File: src/rtl/insn_enc.sv
// Field-bundle to RV32 instruction encoder with a small output FIFO.
// Each word is encoded as it is accepted and queued together with a flag for an unencodable immediate or an unknown opcode.
module insn_enc #(
    parameter int DWIDTH = 32,
    parameter int DEPTH  = 2
) (
    input  logic              clk,
    input  logic              reset,
    input  logic              in_valid_i,
    output logic              in_ready_o,
    input  logic [6:0]        opcode_i,
    input  logic [4:0]        rd_i,
    input  logic [4:0]        rs1_i,
    input  logic [4:0]        rs2_i,
    input  logic [2:0]        funct3_i,
    input  logic [6:0]        funct7_i,
    input  logic [31:0]       imm_i,
    output logic              out_valid_o,
    input  logic              out_ready_i,
    output logic [DWIDTH-1:0] insn_o,
    output logic              err_o,
    output logic [15:0]       count_o
);

    localparam int AW = $clog2(DEPTH);
    localparam logic [AW-1:0] LAST_PTR = AW'(DEPTH - 1);
    localparam logic [AW:0]   FULL_OCC = (AW + 1)'(DEPTH);

    localparam logic [6:0] OP_R_TYPE   = 7'b0110011;
    localparam logic [6:0] OP_IMM      = 7'b0010011;
    localparam logic [6:0] OP_LOADS    = 7'b0000011;
    localparam logic [6:0] OP_JALR     = 7'b1100111;
    localparam logic [6:0] OP_STORES   = 7'b0100011;
    localparam logic [6:0] OP_BRANCHES = 7'b1100011;
    localparam logic [6:0] OP_JAL      = 7'b1101111;
    localparam logic [6:0] OP_LUI      = 7'b0110111;
    localparam logic [6:0] OP_AUIPC    = 7'b0010111;

    logic [DWIDTH-1:0] enc_insn;
    logic              enc_err;
    logic              fits12;
    logic              fits13;
    logic              fits21;
    logic              is_shift;

    logic [DWIDTH-1:0] mem_insn [DEPTH];
    logic              mem_err  [DEPTH];
    logic [AW-1:0]     wptr;
    logic [AW-1:0]     rptr;
    logic [AW:0]       occ;
    logic              full;
    logic              push;
    logic              pop;

    // A sign-extended immediate fits its field when every bit above the field's sign bit matches it.
    assign fits12   = (&imm_i[31:11]) | ~(|imm_i[31:11]);
    assign fits13   = (&imm_i[31:12]) | ~(|imm_i[31:12]);
    assign fits21   = (&imm_i[31:20]) | ~(|imm_i[31:20]);
    assign is_shift = (funct3_i == 3'b001) || (funct3_i == 3'b101);

    always_comb begin
        enc_insn = 32'h0000_0013;
        enc_err  = 1'b1;
        case (opcode_i)
            OP_R_TYPE: begin
                enc_insn = {funct7_i, rs2_i, rs1_i, funct3_i, rd_i, opcode_i};
                enc_err  = 1'b0;
            end
            OP_IMM: begin
                if (is_shift) begin
                    enc_insn = {funct7_i, imm_i[4:0], rs1_i, funct3_i, rd_i, opcode_i};
                    enc_err  = |imm_i[31:5];
                end else begin
                    enc_insn = {imm_i[11:0], rs1_i, funct3_i, rd_i, opcode_i};
                    enc_err  = ~fits12;
                end
            end
            OP_LOADS, OP_JALR: begin
                enc_insn = {imm_i[11:0], rs1_i, funct3_i, rd_i, opcode_i};
                enc_err  = ~fits12;
            end
            OP_STORES: begin
                enc_insn = {imm_i[11:5], rs2_i, rs1_i, funct3_i, imm_i[4:0], opcode_i};
                enc_err  = ~fits12;
            end
            OP_BRANCHES: begin
                enc_insn = {imm_i[12], imm_i[10:5], rs2_i, rs1_i, funct3_i,
                            imm_i[4:1], imm_i[11], opcode_i};
                enc_err  = imm_i[0] | ~fits13;
            end
            OP_JAL: begin
                enc_insn = {imm_i[20], imm_i[10:1], imm_i[11], imm_i[19:12], rd_i, opcode_i};
                enc_err  = imm_i[0] | ~fits21;
            end
            OP_LUI, OP_AUIPC: begin
                enc_insn = {imm_i[31:12], rd_i, opcode_i};
                enc_err  = |imm_i[11:0];
            end
            default: begin
                enc_insn = 32'h0000_0013;
                enc_err  = 1'b1;
            end
        endcase
    end

    // Ready depends on registered occupancy only, so a same-cycle pop never frees a full buffer.
    assign full        = (occ == FULL_OCC);
    assign in_ready_o  = ~full;
    assign out_valid_o = (occ != '0);
    assign push        = in_valid_i & in_ready_o;
    assign pop         = out_valid_o & out_ready_i;
    assign insn_o      = out_valid_o ? mem_insn[rptr] : '0;
    assign err_o       = out_valid_o ? mem_err[rptr] : 1'b0;

    always_ff @(posedge clk) begin
        if (push) begin
            mem_insn[wptr] <= enc_insn;
            mem_err[wptr]  <= enc_err;
        end
    end

    always_ff @(posedge clk or posedge reset) begin
        if (reset) begin
            wptr    <= '0;
            rptr    <= '0;
            occ     <= '0;
            count_o <= '0;
        end else begin
            if (push) begin
                wptr <= (wptr == LAST_PTR) ? '0 : wptr + 1'b1;
            end
            if (pop) begin
                rptr    <= (rptr == LAST_PTR) ? '0 : rptr + 1'b1;
                count_o <= count_o + 16'd1;
            end
            case ({push, pop})
                2'b10:   occ <= occ + 1'b1;
                2'b01:   occ <= occ - 1'b1;
                default: occ <= occ;
            endcase
        end
    end

endmodule

File: config.mk
export PLATFORM = sky130hd
export DESIGN_NAME = insn_enc
export DESIGN_NICKNAME = d
export VERILOG_FILES = /design/src/rtl/insn_enc.sv
export SDC_FILE = /design/constraint.sdc
export NUM_CORES = 1
export LEC_CHECK = 0
export ABC_CLOCK_PERIOD_IN_PS = 3800
export BUFFER_PORTS_ARGS = -buffer_cell sky130_fd_sc_hd__buf_2
export CAP_MARGIN = 0
export CORE_MARGIN = 10
export CORE_UTILIZATION = 55
export DETAILED_ROUTE_END_ITERATION = 6
export GPL_ROUTABILITY_DRIVEN = 1
export PLACE_DENSITY = 0.85
export RECOVER_POWER = 25
export REMOVE_ABC_BUFFERS = 1
export SKIP_LAST_GASP = 1
export SLEW_MARGIN = 10
export SYNTH_ARGS = -nofsm -noshare
export SYNTH_HDL_FRONTEND = slang
export SYNTH_SLANG_ARGS = --single-unit
File: constraint.sdc
create_clock -name clk -period 3.8 [get_ports clk]
set_input_delay 0.38 -clock clk [delete_from_list [all_inputs] [get_ports clk]]
set_output_delay 0.38 -clock clk [all_outputs]
set_load 0.005 [all_outputs]
==> metrics <==
outcome=finished, final reports clean; Ports=119; Crit path buffers/inverters=1; first-iteration detailed-routing DRC count=around 190; Die H=between 100 and 150 µm; Num CTS Buffers=9; ranking of synthesized cells by area=edfxtp_1, dfrtp_1, mux2i_1; library cells used by synthesis=49; fin cells=around 570; sequential share of the synthesized area=0.586; initial core utilization=0.575; First-pass DRT Iterations=4; area delta synth->final=19.3%; pre-CTS setup slack=around 1.7 ns; min cycle time layout=between 2 and 2.5 ns; via/cell ratio=around 5.8; initial antenna violation count=0; Post-CTS Setup Bufs=0; worst skew pair latency=0.35 ns; H-tree levels=3; top cell type's share of synthesized area=0.468; FF+latch count, synth=86; Critical Path RT=3.42 ns; Avg WL per Cell=18.9 µm; FILL cells=550; final setup TNS=0 ns; cts repair resizes=0; Core Box Area=~7400 µm²; layout cells sized above 1=0.291; Worst-Margin Slew=roughly 1.0 ns; worst r2r src=occ[0]; Buffers on Ports=around 120; GRT Util Overall=0.181; Power per Cell Area=a little under 600 nW/µm²; Fmax=~0.43 GHz; CP cell instances=mux2i_1, nor2_1, buf_2; count leader, synth=edfxtp_1; hpwl dp=8.00 mm; Worst R2R Path Depth=3; total number of yosys warnings=0; Hold Crit Class=input port to async pin; first-pass GRT wire length=approximately 17 mm; Max Root-Sink Buffers=2; RSZ-0062 raised after global routing=no; r2r setup slk=1.88 ns; nets@finish=between 500 and 600; max-cap violations=0; full die area=around 12,000 µm²; CTS Sinks=86; Fin. Hold Viols=0; Mapped Cells=between 300 and 400; Syn Area/Cell=around 12 µm²; RR Endpoint=mem_insn[0][26]; count of final setup violators=0; Synth area leader=edfxtp_1; DRC=0; period utilization=0.617; Final Power=a little over 3000 µW; Top Family by Delay on Critical Path=flip-flops; Worst slew margin=0.328; # diodes=0; CTS clk-pin slew, worst paths=0.09 ns; Post-synth top cells=edfxtp_1, nor2_1, mux2i_1; slowest stage delay, CP=1.04 ns; post-route setup slack=1.46 ns; num rows=31; WHS=approximately 0.14 ns; crit path max fanout=34; Post-Route WL=between 10 and 15 mm; largest net degree at the start of global routing=35; leakage power=roughly 0.0022 µW; Worst VDD drop=~0.27 mV; Clock Skew=slightly above 0.01 ns; TritonCTS clock tree=yes; Post-CTS Hold Buffers=0; share of flip-flops with an asynchronous set or reset=0.233; CP Capture Type=output pin; Crit path arrival time=just under 2 ns; number of global-route vias before repair=roughly 3,400; WS Path Type=flip-flop to output pin; ANT nets after route=0; Root Driver=clkbuf_8; post-synthesis cell area=4240 µm²; GR Overflow Total=0; Placed Instances=around 550; Die W=108 µm; routability cong.=approximately 0.87; number of flops mapped to enable cells by yosys=66; Slew Viols, Final=0; ys flop type=edfxtp_1; Slowest-stage cell, CP=dfrtp_2; Setup crit start kind=flip-flop; DR vias=between 3,000 and 4,000
==> layout by cell type, fill, tap and decap left out, types with 5 or more instances in the layout <==
cell / n
nand3_1: 9
mux2i_1: 34
a21o_1: 11
a21oi_1: 5
edfxtp_1: 66
a22o_1: 23
buf_2: 105
dfrtp_1: 19
nor4_1: 7
xnor2_1: 13
xor2_1: 7
nand4_1: 14
clkbuf_8: 9
clkbuf_1: 13
nor2_1: 50
nand2_1: 14
==> cell families after synthesis <==
kind of cell,after synthesis,share of synthesized area
adders and majority gates,2,0.00590
muxes,35,0.0830
xor gates and xnor gates,20,0.0413
AOI/OAI and AO/OA,58,0.107
buffers and inverters,17,0.0230
and+or+nand+nor,124,0.153
other,1,0.000885
DFF,86,0.586
==> sequential cells by signal, summed over array words and instances (netlist names) <==
register / count
mem_insn: 64
wptr: 1
occ: 2
mem_err: 2
rptr: 1
count_o: 16
==> worst register-to-register path: stages, from the launching register on <==
cell      delay (ns)
dfrtp_1         0.45
nand2b_1        0.17
nand2_1         0.14
nor2_4          0.76
==> power by group <==
part	internal (µW)	switching, µW
sequential	1260	196
clock	246	341
combinational	455	516
total	1960	1050
==> how the worst max path moves through the flow <==
stage	start	to	slack, ns	cells after the start
final	rptr	insn_o[20]	1.46	3
after global routing	rptr	insn_o[20]	1.33	3
after CTS	rptr	insn_o[20]	1.44	3
after detailed placement	opcode_i[6]	mem_err[1]	1.69	6
after global placement	opcode_i[6]	mem_insn[0][31]	1.77	6
after floorplan	occ[0]	mem_err[0]	1.30	3
==> per-layer routing <==
metal,share of wire,track usage
met1,0.42,0.223
met2,0.48,0.293
met3,0.091,0.0563
met4,0.014,0.0649
met5,0,0
==> final cells by class <==
type / count / area (µm²) / area share
sequential: 86 / 2480 / 0.491
tap: 99 / 124 / 0.0245
clock inverter: 7 / 55.1 / 0.0109
inverter: 3 / 11.3 / 0.00223
timing repair buffer: 120 / 589 / 0.117
multi-input combinational: 243 / 1670 / 0.330
clock buffer: 9 / 124 / 0.0245
==> stage by stage <==
step                cell area, µm²  utilization
floorplan                     4160            -
global placement              4900        0.665
detailed placement            4900        0.665
CTS                           5080        0.690
global route                  5060        0.686
finish                        5060        0.686
Power figures use the tool's default switching activity.
